===== src/rtl/fpu_pkg.sv =====
// Shared types for the FPU issue path: opcode encoding, default latencies, one-hot select.
// Latency: n/a (types and a combinational helper only).
// Backpressure: n/a.
package fpu_pkg;

    typedef enum logic [2:0] {
        FADD = 3'd0,
        FSUB = 3'd1,
        FMUL = 3'd2,
        FDIV = 3'd3,
        FEQ  = 3'd4,
        FLT  = 3'd5,
        FLE  = 3'd6
    } fpu_op_e;

    localparam int FPU_SEL_W       = 7;
    localparam int FPU_LAT_ADD_DEF = 2;
    localparam int FPU_LAT_MUL_DEF = 3;
    localparam int FPU_LAT_DIV_DEF = 8;
    localparam int FPU_LAT_CMP_DEF = 1;

    // One-hot select, bit 0 = fadd; undefined codes select no FPU path
    function automatic logic [FPU_SEL_W-1:0] fpu_op_onehot(input fpu_op_e op);
        case (op)
            FADD:    return 7'b000_0001;
            FSUB:    return 7'b000_0010;
            FMUL:    return 7'b000_0100;
            FDIV:    return 7'b000_1000;
            FEQ:     return 7'b001_0000;
            FLT:     return 7'b010_0000;
            FLE:     return 7'b100_0000;
            default: return '0;
        endcase
    endfunction

endpackage


===== src/rtl/fpu_seq.sv =====
// Multi-cycle issue sequencer feeding a combinational FPU; registers operands/one-hot op, waits per-op latency, captures result.
// Latency: result captured L edges after acceptance (L per op, 0 treated as 1); one op in flight, L+2 cycles per op best case.
// Backpressure: req_ready only in IDLE; out_ready low in DONE holds out_* indefinitely. Option macro: FPU_SEQ_STICKY_OVF_EN.
module fpu_seq
    import fpu_pkg::*;
#(
    parameter int LAT_ADD = FPU_LAT_ADD_DEF,
    parameter int LAT_MUL = FPU_LAT_MUL_DEF,
    parameter int LAT_DIV = FPU_LAT_DIV_DEF,
    parameter int LAT_CMP = FPU_LAT_CMP_DEF
) (
    input  logic                 clk,
    input  logic                 rstn,
    input  logic                 req_valid,
    output logic                 req_ready,
    input  logic [2:0]           req_op,
    input  logic [31:0]          req_src1,
    input  logic [31:0]          req_src2,
    input  logic [4:0]           req_rd,
    output logic [31:0]          fpu_src1,
    output logic [31:0]          fpu_src2,
    output logic [FPU_SEL_W-1:0] fpu_sel,
    input  logic [31:0]          fpu_result,
    input  logic                 fpu_ovf,
    output logic                 out_valid,
    input  logic                 out_ready,
    output logic [31:0]          out_result,
    output logic                 out_ovf,
    output logic [4:0]           out_rd,
    output logic                 busy,
    output logic                 sticky_ovf,
    input  logic                 sticky_clr
);

    // Zero latency would leave no cycle for the FPU to settle, so clamp to 1
    localparam int LAT_ADD_E = (LAT_ADD < 1) ? 1 : LAT_ADD;
    localparam int LAT_MUL_E = (LAT_MUL < 1) ? 1 : LAT_MUL;
    localparam int LAT_DIV_E = (LAT_DIV < 1) ? 1 : LAT_DIV;
    localparam int LAT_CMP_E = (LAT_CMP < 1) ? 1 : LAT_CMP;
    localparam int MAX_AM    = (LAT_ADD_E > LAT_MUL_E) ? LAT_ADD_E : LAT_MUL_E;
    localparam int MAX_DC    = (LAT_DIV_E > LAT_CMP_E) ? LAT_DIV_E : LAT_CMP_E;
    localparam int MAX_LAT   = (MAX_AM > MAX_DC) ? MAX_AM : MAX_DC;
    localparam int CNT_W     = $clog2(MAX_LAT) + 1;

    typedef enum logic [1:0] {
        IDLE = 2'd0,
        EXEC = 2'd1,
        DONE = 2'd2
    } state_e;

    state_e           state_q;
    state_e           state_d;
    logic [CNT_W-1:0] cnt_q;
    logic [CNT_W-1:0] lat_m1;
    logic             acc;
    logic             cap;
    logic             wb;

    assign req_ready = (state_q == IDLE);
    assign out_valid = (state_q == DONE);
    assign busy      = (state_q != IDLE);
    assign acc       = req_valid && req_ready;
    assign cap       = (state_q == EXEC) && (cnt_q == '0);
    assign wb        = (state_q == DONE) && out_ready;

    // Counter preload (latency - 1) for the op being accepted; undefined codes take one cycle
    always_comb begin
        lat_m1 = '0;
        case (fpu_op_e'(req_op))
            FADD, FSUB:     lat_m1 = CNT_W'(LAT_ADD_E - 1);
            FMUL:           lat_m1 = CNT_W'(LAT_MUL_E - 1);
            FDIV:           lat_m1 = CNT_W'(LAT_DIV_E - 1);
            FEQ, FLT, FLE:  lat_m1 = CNT_W'(LAT_CMP_E - 1);
            default:        lat_m1 = '0;
        endcase
    end

    // State register
    always_ff @(posedge clk or negedge rstn) begin
        if (!rstn) state_q <= IDLE;
        else       state_q <= state_d;
    end

    // Next-state: accept -> count down -> hold result until writeback takes it
    always_comb begin
        state_d = state_q;
        case (state_q)
            IDLE:    if (acc) state_d = EXEC;
            EXEC:    if (cap) state_d = DONE;
            DONE:    if (wb)  state_d = IDLE;
            default: state_d = IDLE;
        endcase
    end

    // Operand/select issue registers, latency counter and result capture
    always_ff @(posedge clk or negedge rstn) begin
        if (!rstn) begin
            cnt_q      <= '0;
            fpu_src1   <= '0;
            fpu_src2   <= '0;
            fpu_sel    <= '0;
            out_result <= '0;
            out_ovf    <= 1'b0;
            out_rd     <= '0;
        end else begin
            if (acc) begin
                cnt_q    <= lat_m1;
                fpu_src1 <= req_src1;
                fpu_src2 <= req_src2;
                fpu_sel  <= fpu_op_onehot(fpu_op_e'(req_op));
                out_rd   <= req_rd;
            end
            if ((state_q == EXEC) && (cnt_q != '0)) cnt_q <= cnt_q - 1'b1;
            if (cap) begin
                out_result <= fpu_result;
                out_ovf    <= fpu_ovf;
            end
            // Drop the select once the result is handed off so the FPU idles
            if (wb) fpu_sel <= '0;
        end
    end

`ifdef FPU_SEQ_STICKY_OVF_EN
    // Sticky overflow: set on a writeback carrying ovf, set beats a same-cycle clear
    always_ff @(posedge clk or negedge rstn) begin
        if (!rstn)               sticky_ovf <= 1'b0;
        else if (wb && out_ovf)  sticky_ovf <= 1'b1;
        else if (sticky_clr)     sticky_ovf <= 1'b0;
    end
`else
    logic unused_sticky_clr;
    assign unused_sticky_clr = sticky_clr;
    assign sticky_ovf        = 1'b0;
`endif

endmodule


===== config.mk =====
export PLATFORM = sky130hd
export DESIGN_NAME = fpu_seq
export DESIGN_NICKNAME = d
export VERILOG_FILES = /design/src/rtl/fpu_pkg.sv /design/src/rtl/fpu_seq.sv
export SDC_FILE = /design/constraint.sdc
export NUM_CORES = 1
export LEC_CHECK = 0
export BUFFER_PORTS_ARGS = -buffer_cell sky130_fd_sc_hd__buf_2
export CAP_MARGIN = 40
export CORE_MARGIN = 5
export CORE_UTILIZATION = 46
export CTS_BUF_LIST = sky130_fd_sc_hd__clkbuf_8 sky130_fd_sc_hd__clkbuf_16
export DETAILED_ROUTE_END_ITERATION = 12
export GPL_ROUTABILITY_DRIVEN = 0
export HOLD_SLACK_MARGIN = 0.12
export PLACE_DENSITY = 0.88
export SETUP_SLACK_MARGIN = 0.05
export SYNTH_ARGS = -nofsm -noshare
export SYNTH_HDL_FRONTEND = slang
export SYNTH_SLANG_ARGS = --single-unit

===== constraint.sdc =====
create_clock -name clk -period 1.88 [get_ports clk]
set_input_delay 0.188 -clock clk [delete_from_list [all_inputs] [get_ports clk]]
set_output_delay 0.188 -clock clk [all_outputs]
set_load 0.05 [all_outputs]

==> summary.md <==
| Metric | Value |
|---|---|
| PnR worst setup slack | `~0.11 ns` |
| Clock share of power | `0.206` |
| Share of cells above drive strength 1 | `0.383` |
| Global-route wire length before repair | `roughly 24,000 um` |
| Die Y | `between 100 and 150 um` |
| Initial antenna violation count | `0` |
| Outcome | `completed` |
| IO Pins | `roughly 220` |
| Final setup viols | `0` |
| Slew Limit Headroom | `0.601` |
| Layout Skew | `0.00596 ns` |
| Die ar. | `between 10,000 and 15,000 sq um` |
| Final net count | `883` |
| Post-synthesis async set-or-reset flop share | `1.00` |
| Power per cell area | `~2100 nW/um^2` |
| VDD IR max | `about 1500 uV` |
| Worst Path Arrival | `2.16 ns` |
| CTS tree | `done` |
| YS warnings | `0` |
| Root buffer cell | `clkbuf_8` |
| CP startpoint kind | `flop` |
| Post-detail-place hpwl | `8720 um` |
| NetSw | `8.05 mW` |
| Initial DRT Pass Iterations | `4` |
| Mapped Avg Cell Area | `roughly 10 sq um` |
| Max_cap viols | `0` |
| Area grow syn2layout | `68.6%` |
| Finished Core Util | `0.783` |
| WHS | `around 0.24 ns` |
| Post-synthesis sequential area ratio | `0.643` |
| Tcrit/Tclk final | `0.943` |
| Worst-skew pair later-pin latency | `0.51 ns` |
| Leakage | `~4.0 nW` |
| Largest net degree at the start of global routing | `between 50 and 60` |
| Fillers | `between 500 and 600` |
| Clock sinks | `115` |
| Vias in the first global route | `4,876` |
| Clock transition at path regs | `0.06 ns` |
| Pre-CTS WS | `0.167 ns` |
| Max Fclk | `0.564 GHz` |
| Sequential share of power | `0.272` |
| Initial Util | `0.464` |
| Primary FF master, synth | `dfrtp_1` |
| H-tree levels | `4` |
| Total CTS buffers | `17` |
| Critical Path Fanout Max | `10` |
| Switching share of power | `0.499` |
| IO buf count | `between 200 and 250` |
| Final Hold Vio Count | `0` |
| Reg2Reg Launch Point | `cnt_q[0]` |
| EDFF count, synth | `0` |
| Initial drt markers | `between 200 and 300` |
| Total number of vias | `approximately 4.5k` |
| R2R depth | `7` |
| FF-to-FF End | `out_result[29]` |
| Post-Synthesis Cells | `around 430` |
| Netlist Area Pre-Place | `about 4500 sq um` |
| DRC | `0` |
| Setup TNS | `0 ns` |
| Tot GR Track Use | `0.270` |
| Worst hold path type | `in2async` |
| Post-synth cell types | `33` |
| RSZ-0062 raised after global routing | `no` |
| Critical Path RT | `2.26 ns` |
| Final min period | `between 1.5 and 2 ns` |
| Post-DRT Antenna Nets | `0` |
| Synth Net Count | `between 500 and 600` |
| Logic gate share of total power | `0.522` |
| Grt total ovfl | `0` |
| Number of synthesized register bits | `between 100 and 150` |
| CP Capture Point | `out_result[29]` |
| Die Wd | `109 um` |
| Core area | `~9600 sq um` |
| Vias per cell | `4.91` |
| Crit. End Element | `flop` |
| CTS Buffer Depth | `2` |
| Total routed wirelength | `between 15,000 and 20,000 um` |
| Worst-margin pin slew | `about 0.6 ns` |
| Cell Rows | `36` |
| Critical path type | `reg2reg` |
| R2R Setup Slk | `between 0.1 and 0.15 ns` |
| WL/cell | `17.0 um` |
| P_int | `8.07 mW` |
| Final Max Tran Viols | `0` |
| CP Launch Point | `cnt_q[0]` |
[Yosys cell counts (all sizes together) (4+ instances only)]
cell type  instances  share of area
inv                6         0.0050
nand2            216           0.18
a21oi              7         0.0078
clkbuf            17          0.014
nor2b              4         0.0056
buf                5         0.0092
mux2              33          0.083
dfrtp            115           0.64
[logic make-up (layout without fill, tap and decap cells)]
| group | after synthesis | in the layout | synth area share |
|---|---|---|---|
| AO/OA/AOI/OAI | 14 | 14 | 0.0199 |
| buffers and inverters | 28 | 381 | 0.0285 |
| flip-flops | 115 | 115 | 0.643 |
| adder cells (fa/ha/maj) | 1 | 1 | 0.00280 |
| other | 1 | 2 | 0.000838 |
| multiplexers | 35 | 35 | 0.0875 |
| AND/OR/NAND/NOR | 238 | 238 | 0.218 |
[flip-flops by register name (all words and copies together) (netlist names)]
| signal | cells |
|---|---|
| cnt_q | 4 |
| fpu_sel | 7 |
| fpu_src1 | 32 |
| fpu_src2 | 32 |
| out_ovf | 1 |
| out_rd | 5 |
| out_result | 32 |
| state_q | 2 |
[what timing repair did]
action                                  in CTS  in global routing
endpoints found under the hold margin      157                  0
endpoints found under the setup margin       0                 24
setup buffers                                0                  5
hold buffers                               108                  0
gates resized for setup                      0                  4
[worst max-delay path: stages (launching register included)]
cell and delay, ns:
dfrtp_1 0.41, inv_1 0.08, ha_2 0.21, nand2b_4 0.08, nor3_4 0.22, buf_12 0.14, buf_6 0.15, mux2_1 0.35
[routing by layer]
layer / wire length, um / track usage / vias to the layer above
met5: 0 / 0 / -
met2: 8030 / 0.473 / 246
li1: - / - / 2055
met1: 5520 / 0.289 / 2155
met3: 1360 / 0.0882 / 57
met4: 680 / 0.144 / 0
[stage by stage]
stage          power, mW  instance area, sq um  std cells
6_report            16.1                  7540        919
3_3_place_gp        12.0                  5750        772
5_1_grt             16.9                  7540        918
4_1_cts             15.9                  7450        912
2_1_floorplan       10.3                  4480        432
3_5_place_dp        12.3                  5750        772
[power groups by stage]
stage / clock network, mW / registers (mW) / logic [mW]
finish: 3.33 / 4.39 / 8.41
global route: 3.51 / 4.52 / 8.86
CTS: 3.37 / 4.33 / 8.16
detailed placement: 0 / 4.34 / 7.96
global placement: 0 / 4.28 / 7.75
floorplan: 0 / 8.29 / 1.99
[final cells by class]
type / instances / area, sq um / area share
sequential: 115 / 2880 / 0.381
timing repair buffer: 343 / 2370 / 0.314
multi-input combinational: 289 / 1490 / 0.197
clock buffer: 20 / 455 / 0.0604
tap: 133 / 166 / 0.0221
clock inverter: 12 / 163 / 0.0216
inverter: 6 / 22.5 / 0.00299
antenna: 1 / 2.50 / 0.000332
[placed cells by master (no fill, tap or decap), types with 2 or more instances in the layout]
| cell | synthesis | layout |
|---|---|---|
| a21oi_1 | 7 | 7 |
| buf_12 | 0 | 4 |
| buf_2 | 0 | 219 |
| buf_4 | 4 | 9 |
| buf_6 | 1 | 2 |
| bufinv_16 | 0 | 4 |
| clkbuf_16 | 0 | 17 |
| clkbuf_8 | 0 | 4 |
| clkinv_2 | 0 | 3 |
| dfrtp_1 | 115 | 115 |
| dlygate4sd3_1 | 0 | 108 |
| inv_1 | 6 | 9 |
| mux2_2 | 32 | 32 |
| mux2i_1 | 2 | 2 |
| nand2_1 | 216 | 216 |
| nand3_1 | 2 | 2 |
| nand4b_1 | 2 | 2 |
| nor2b_1 | 4 | 4 |
| o311ai_0 | 2 | 2 |
| or4b_1 | 2 | 2 |
[worst min path at each step]
stage,from,end,slack [ns],cells past startpoint
floorplan,rstn,cnt_q[0],-0.11,0
global placement,rstn,fpu_src1[6],0.22,1
detailed placement,rstn,fpu_src1[6],0.23,1
CTS,req_valid,fpu_sel[0],0.24,4
global route,req_valid,fpu_sel[2],0.28,5
finish,rstn,fpu_src1[11],0.24,2
(Power assumes the default switching activity.)
